**src/rtl/uart_rx.sv**
```systemverilog
// 8N1 UART receiver with a first-word-fall-through byte FIFO and sticky error flags.
// Define UART_RX_PARITY_EN to receive 8E1 frames and expose parity_err.
module uart_rx #(
    parameter int BIT_CYCLES = 10417,
    parameter int DEPTH_LOG2 = 4
) (
    input  logic                  clk,
    input  logic                  rst_n,
    input  logic                  rx,
    input  logic                  rd_en,
    output logic [7:0]            rd_data,
    output logic                  rx_valid,
    output logic [DEPTH_LOG2:0]   rx_count,
    output logic                  frame_err,
    output logic                  overflow,
`ifdef UART_RX_PARITY_EN
    output logic                  parity_err,
`endif
    input  logic                  err_clr
);
    localparam int CW = $clog2(BIT_CYCLES);
    localparam logic [CW-1:0] CNT_LAST = CW'(BIT_CYCLES - 1);
    localparam logic [CW-1:0] CNT_HALF = CW'(BIT_CYCLES / 2 - 1);
    localparam logic [CW-1:0] CNT_ONE  = CW'(1);
    localparam logic [DEPTH_LOG2:0] FULL_CNT = (DEPTH_LOG2 + 1)'(2 ** DEPTH_LOG2);
    localparam logic [DEPTH_LOG2:0] CNT_INC  = (DEPTH_LOG2 + 1)'(1);
    localparam logic [DEPTH_LOG2-1:0] PTR_INC = DEPTH_LOG2'(1);

    localparam logic [2:0] IDLE   = 3'd0;
    localparam logic [2:0] START  = 3'd1;
    localparam logic [2:0] DATA   = 3'd2;
    localparam logic [2:0] STOP   = 3'd3;
    localparam logic [2:0] BREAK  = 3'd4;
`ifdef UART_RX_PARITY_EN
    localparam logic [2:0] PARITY = 3'd5;
`endif

    logic                  r_rx_meta, r_rx_s;
    logic [2:0]            r_state, w_next;
    logic [CW-1:0]         r_cnt;
    logic [2:0]            r_bit;
    logic [7:0]            r_shift;
    logic [7:0]            r_mem [2**DEPTH_LOG2];
    logic [DEPTH_LOG2-1:0] r_wr_ptr, r_rd_ptr;
    logic [DEPTH_LOG2:0]   r_count;
    logic                  r_frame_err, r_overflow;
    logic                  w_tick, w_stop_ok, w_frame_bad, w_good, w_full, w_pop, w_push, w_ovf;

    always_ff @(posedge clk or negedge rst_n) begin
        if (!rst_n) begin
            r_rx_meta <= 1'b1;
            r_rx_s    <= 1'b1;
        end else begin
            r_rx_meta <= rx;
            r_rx_s    <= r_rx_meta;
        end
    end

    assign w_tick = (r_cnt == CNT_LAST);

    always_comb begin
        w_next = r_state;
        case (r_state)
            IDLE:  if (!r_rx_s) w_next = START;
            START: if (r_cnt == CNT_HALF) w_next = r_rx_s ? IDLE : DATA;
`ifdef UART_RX_PARITY_EN
            DATA:   if (w_tick && r_bit == 3'd7) w_next = PARITY;
            PARITY: if (w_tick) w_next = STOP;
`else
            DATA:  if (w_tick && r_bit == 3'd7) w_next = STOP;
`endif
            STOP:  if (w_tick) w_next = r_rx_s ? IDLE : BREAK;
            BREAK: if (r_rx_s) w_next = IDLE;
            default: w_next = IDLE;
        endcase
    end

    always_ff @(posedge clk or negedge rst_n) begin
        if (!rst_n) begin
            r_state <= IDLE;
            r_cnt   <= '0;
            r_bit   <= '0;
            r_shift <= '0;
        end else begin
            r_state <= w_next;
            if (w_next != r_state)
                r_cnt <= '0;
            else if (r_state != IDLE && r_state != BREAK)
                r_cnt <= w_tick ? '0 : r_cnt + CNT_ONE;
            if (r_state == START)
                r_bit <= '0;
            else if (r_state == DATA && w_tick)
                r_bit <= r_bit + 3'd1;
            if (r_state == DATA && w_tick)
                r_shift <= {r_rx_s, r_shift[7:1]};
        end
    end

    assign w_stop_ok   = (r_state == STOP) && w_tick && r_rx_s;
    assign w_frame_bad = (r_state == STOP) && w_tick && !r_rx_s;

`ifdef UART_RX_PARITY_EN
    logic r_par_bad, r_parity_err, w_par_bad;
    // Even parity: data ones plus the parity bit must be an even count.
    assign w_par_bad = (r_state == PARITY) && w_tick && ((^r_shift) ^ r_rx_s);
    always_ff @(posedge clk or negedge rst_n) begin
        if (!rst_n) begin
            r_par_bad    <= 1'b0;
            r_parity_err <= 1'b0;
        end else begin
            if (r_state == PARITY && w_tick)
                r_par_bad <= w_par_bad;
            if (w_par_bad)
                r_parity_err <= 1'b1;
            else if (err_clr)
                r_parity_err <= 1'b0;
        end
    end
    assign parity_err = r_parity_err;
    assign w_good     = w_stop_ok && !r_par_bad;
`else
    assign w_good     = w_stop_ok;
`endif

    // A pop in the push cycle frees the slot, so a full FIFO can still accept.
    assign w_full = (r_count == FULL_CNT);
    assign w_pop  = rd_en && rx_valid;
    assign w_push = w_good && (!w_full || w_pop);
    assign w_ovf  = w_good && w_full && !w_pop;

    always_ff @(posedge clk) begin
        if (w_push)
            r_mem[r_wr_ptr] <= r_shift;
    end

    always_ff @(posedge clk or negedge rst_n) begin
        if (!rst_n) begin
            r_wr_ptr    <= '0;
            r_rd_ptr    <= '0;
            r_count     <= '0;
            r_frame_err <= 1'b0;
            r_overflow  <= 1'b0;
        end else begin
            if (w_push) r_wr_ptr <= r_wr_ptr + PTR_INC;
            if (w_pop)  r_rd_ptr <= r_rd_ptr + PTR_INC;
            case ({w_push, w_pop})
                2'b10:   r_count <= r_count + CNT_INC;
                2'b01:   r_count <= r_count - CNT_INC;
                default: r_count <= r_count;
            endcase
            if (w_frame_bad)  r_frame_err <= 1'b1;
            else if (err_clr) r_frame_err <= 1'b0;
            if (w_ovf)        r_overflow  <= 1'b1;
            else if (err_clr) r_overflow  <= 1'b0;
        end
    end

    assign rd_data   = r_mem[r_rd_ptr];
    assign rx_valid  = (r_count != '0);
    assign rx_count  = r_count;
    assign frame_err = r_frame_err;
    assign overflow  = r_overflow;
endmodule
```
**config.mk**
```make
export PLATFORM = sky130hd
export DESIGN_NAME = uart_rx
export DESIGN_NICKNAME = d
export VERILOG_FILES = /design/src/rtl/uart_rx.sv
export SDC_FILE = /design/constraint.sdc
export NUM_CORES = 1
export LEC_CHECK = 0
export ABC_AREA = 1
export BUFFER_PORTS_ARGS = -buffer_cell sky130_fd_sc_hd__buf_2
export CORE_ASPECT_RATIO = 1.25
export CORE_MARGIN = 1.5
export CORE_UTILIZATION = 50
export CTS_BUF_LIST = sky130_fd_sc_hd__clkbuf_4
export CTS_CLUSTER_DIAMETER = 40
export DETAILED_ROUTE_END_ITERATION = 6
export PLACE_DENSITY = 0.69
export SLEW_MARGIN = 20
export SYNTH_ARGS = -nofsm -noshare
export SYNTH_HDL_FRONTEND = slang
export SYNTH_SLANG_ARGS = --single-unit
```
**constraint.sdc**
```tcl
create_clock -name clk -period 2.3 [get_ports clk]
set_input_delay 0.115 -clock clk [delete_from_list [all_inputs] [get_ports clk]]
set_output_delay 0.115 -clock clk [all_outputs]
set_load 0.005 [all_outputs]
```
==> flow_summary.yaml <==
floorplanning:
  ioPinCount: 21
  chipHeight_um: 142
  initial_core_util: 0.515
  chipWidth_um: 114
  dieArea_um2: 16300
  core_um2: 15100
  rows: 50
synth:
  synth_seq_cells: 173
  synth_nets: 689
  avgSynthCellArea_um2: 11.6
  synth_flop_cell: "edfxtp_1"
  ys_types: 41
  synth_xor_area_frac: 0.0135
  ys_seq_area_frac: 0.640
  synthSimpleGateAreaFrac: 0.155
  synth_adder_area_share: 0.0219
  muxShareOfSynthArea: 0.0309
  synth-edff-count: 128
  ys_warn_count: 0
  synth_compound_area_frac: 0.0933
  syn-cell-area_um2: 7770
  syn_inst: 671
  async_flop_share: 0.260
  synth_top_family_by_area: "simple AND/OR/NAND/NOR gates"
place:
  port_buffers: 20
  placed_area_um2: 8300
  place_congestion: 0.869
  dp_hpwl_um: 11000
timing:
  slew_headroom: 0.464
  hold_viol: 0
  fin_crit_sh: 0.980
  setup-violations-final: 0
  finalMaxSlewViolations: 0
  rsz0062_at_grt: "yes"
  skew_ps: 37.2
  max_freq_mhz: 444
  tightest_slew_ps: 804
  min_period_ps: 2250
  fin_setup_tns_ps: 0
flow_run:
  drv_cap: 0
clock_tree:
  cts_tree: "done"
  clockBufferDepth: 2
  cts_root_buf: "clkbuf_4"
  cts-buffers-inserted: 17
  insertion_delay_ps: 570
  htreeDepth: 4
  cts_sinks: 173
  clk_pin_slew_ps: 140
min_path:
  hold_class: "in2async"
global_routing:
  grtUsageTotal: 0.218
  grt_pass1_vias: 5298
  grt_max_degree: 67
  grt_overflow_total: 0
  antenna_found_initial: 0
  grt_pass1_wl_um: 26700
final_layout:
  most-common-layout-cells: "edfxtp_1, nand2_1, nor2_1"
  finish.instance_area_um2: 8840
  layout_commonest_cell: "edfxtp_1"
  synthToLayoutAreaGrowth_pct: 13.8
  drive_gt1_frac: 0.214
  fin_nets: 748
  antenna_cells: 0
worst_setup_path:
  crit_type: "reg2out"
  critPathCaptureType: "output pin"
  crit_required_ps: 2180
  arrival_ps: 2140
  path_max_fanout: 13
  start_kind: "flop"
detailed_routing:
  drt_iter0_markers: 468
  viasPerCell: 5.54
  post_drt_wl_per_cell_um: 18.3
  wirelength_um: 17400
  drt-pass1-iter-count: 6
  antenna_left: 0
  vias: 5267
  drcViolationCount: 0
status:
  status: "complete, no violations"
power_and_ir_drop:
  vdd_ir_drop_max_uv: 739
  pwr_density_cell_nw_per_um2: 888
  power.leakage_nw: 3.75
state kept, by name, summed over array words and instances, names as in the netlist:
signal	flops
r_mem	128
r_cnt	14
r_shift	8
rx_count	5
r_rd_ptr	4
r_wr_ptr	4
r_bit	3
r_state	3
frame_err	1
overflow	1
r_rx_meta	1
r_rx_s	1
synth_stat cells (7+ instances only):
cell type / count / area [µm²]
inv_1: 50 / 188
o221ai_1: 25 / 219
mux2i_1: 24 / 240
clkbuf_1: 19 / 71.3
edfxtp_1: 128 / 3840
xor2_1: 11 / 96.3
o32ai_1: 8 / 70.1
nor2_1: 87 / 327
o21ai_0: 46 / 230
dfrtp_1: 43 / 1080
ha_1: 12 / 150
o211ai_1: 8 / 60.1
nand4_1: 7 / 43.8
nand2_1: 88 / 330
nor2_4: 13 / 146
a21oi_1: 11 / 55.1
nand3_1: 35 / 175
critical path: stages (launching register included):
cell        delay, ps
dfrtp_2           480
clkinvlp_4        150
buf_6             180
nor2_1             70
o32ai_2           300
o211ai_1          200
nand2_1           100
buf_2             110
kinds of logic (layout without fill, tap and decap cells):
| kind of cell | after synthesis | count (layout) |
|---|---|---|
| mux | 24 | 24 |
| simple gates | 254 | 254 |
| buf+inv | 86 | 158 |
| fa+ha+maj | 13 | 13 |
| xor+xnor | 12 | 12 |
| compound gates | 109 | 109 |
| flops | 173 | 173 |
where the power goes:
part | switching [W] | leakage, nW | internal, W
clock | 0.00110 | 0.124 | 0.000439
sequential | 0.000134 | 2.06 | 0.00340
combinational | 0.00163 | 1.56 | 0.00114
path summary, 6_finish.rpt:
| kind | to | slack (ps) | from | cells after the start |
|---|---|---|---|---|
| max in group asynchronous | r_rx_s$_DFF_PN1_ | 1440 | rst_n | 3 |
| max reg2reg | rx_count[4]$_DFFE_PN0P_ | 170 | rx_count[0]$_DFFE_PN0P_ | 13 |
| min | r_cnt[12]$_DFFE_PN0P_ | 100 | rst_n | 2 |
| max | rd_data[6] | 50 | r_rd_ptr[0]$_DFFE_PN0P_ | 7 |
| min in group clk | r_rx_meta$_DFF_PN1_ | 180 | rx | 2 |
| min reg2reg | r_rx_s$_DFF_PN1_ | 370 | r_rx_meta$_DFF_PN1_ | 0 |
stage by stage:
stage / total power, W / hold WS (ps) / util / worst slack, ps / instances
6_report: 0.00785 / 99.2 / 0.586 / 45.6 / 951
3_3_place_gp: 0.00575 / 181 / 0.551 / 65.4 / 910
5_1_grt: 0.00828 / 133 / 0.586 / -96.3 / 951
2_1_floorplan: 0.00504 / -181 / - / 78.3 / 671
4_1_cts: 0.00737 / 77.3 / 0.570 / -56.5 / 946
3_5_place_dp: 0.00582 / 184 / 0.551 / -35.2 / 910
layout make-up:
type	count	area [µm²]
clock buffer	17	128
clock inverter	15	111
fill	1221	6230
inverter	58	221
multi-input combinational	412	2580
sequential	173	4970
tap	208	260
timing repair buffer	68	567
layer usage:
| layer | track usage | routed length, µm | up-vias |
|---|---|---|---|
| met5 | 0 | 0 | - |
| met4 | 0.0928 | 484 | 0 |
| met3 | 0.0417 | 760 | 30 |
| met2 | 0.373 | 8900 | 124 |
| met1 | 0.269 | 7230 | 2616 |
| li1 | - | - | 2497 |
what timing repair did:
item / CTS / global route
setup endpoints to repair: 7 / 118
endpoints found under the hold margin: 31 / 0
hold buffers: 4 / 0
pin swaps: 0 / 15
setup buffers: 0 / 2
gates cloned: 0 / 3
resized for setup: 3 / 39
Note: power is estimated with default switching activity, not from simulation.
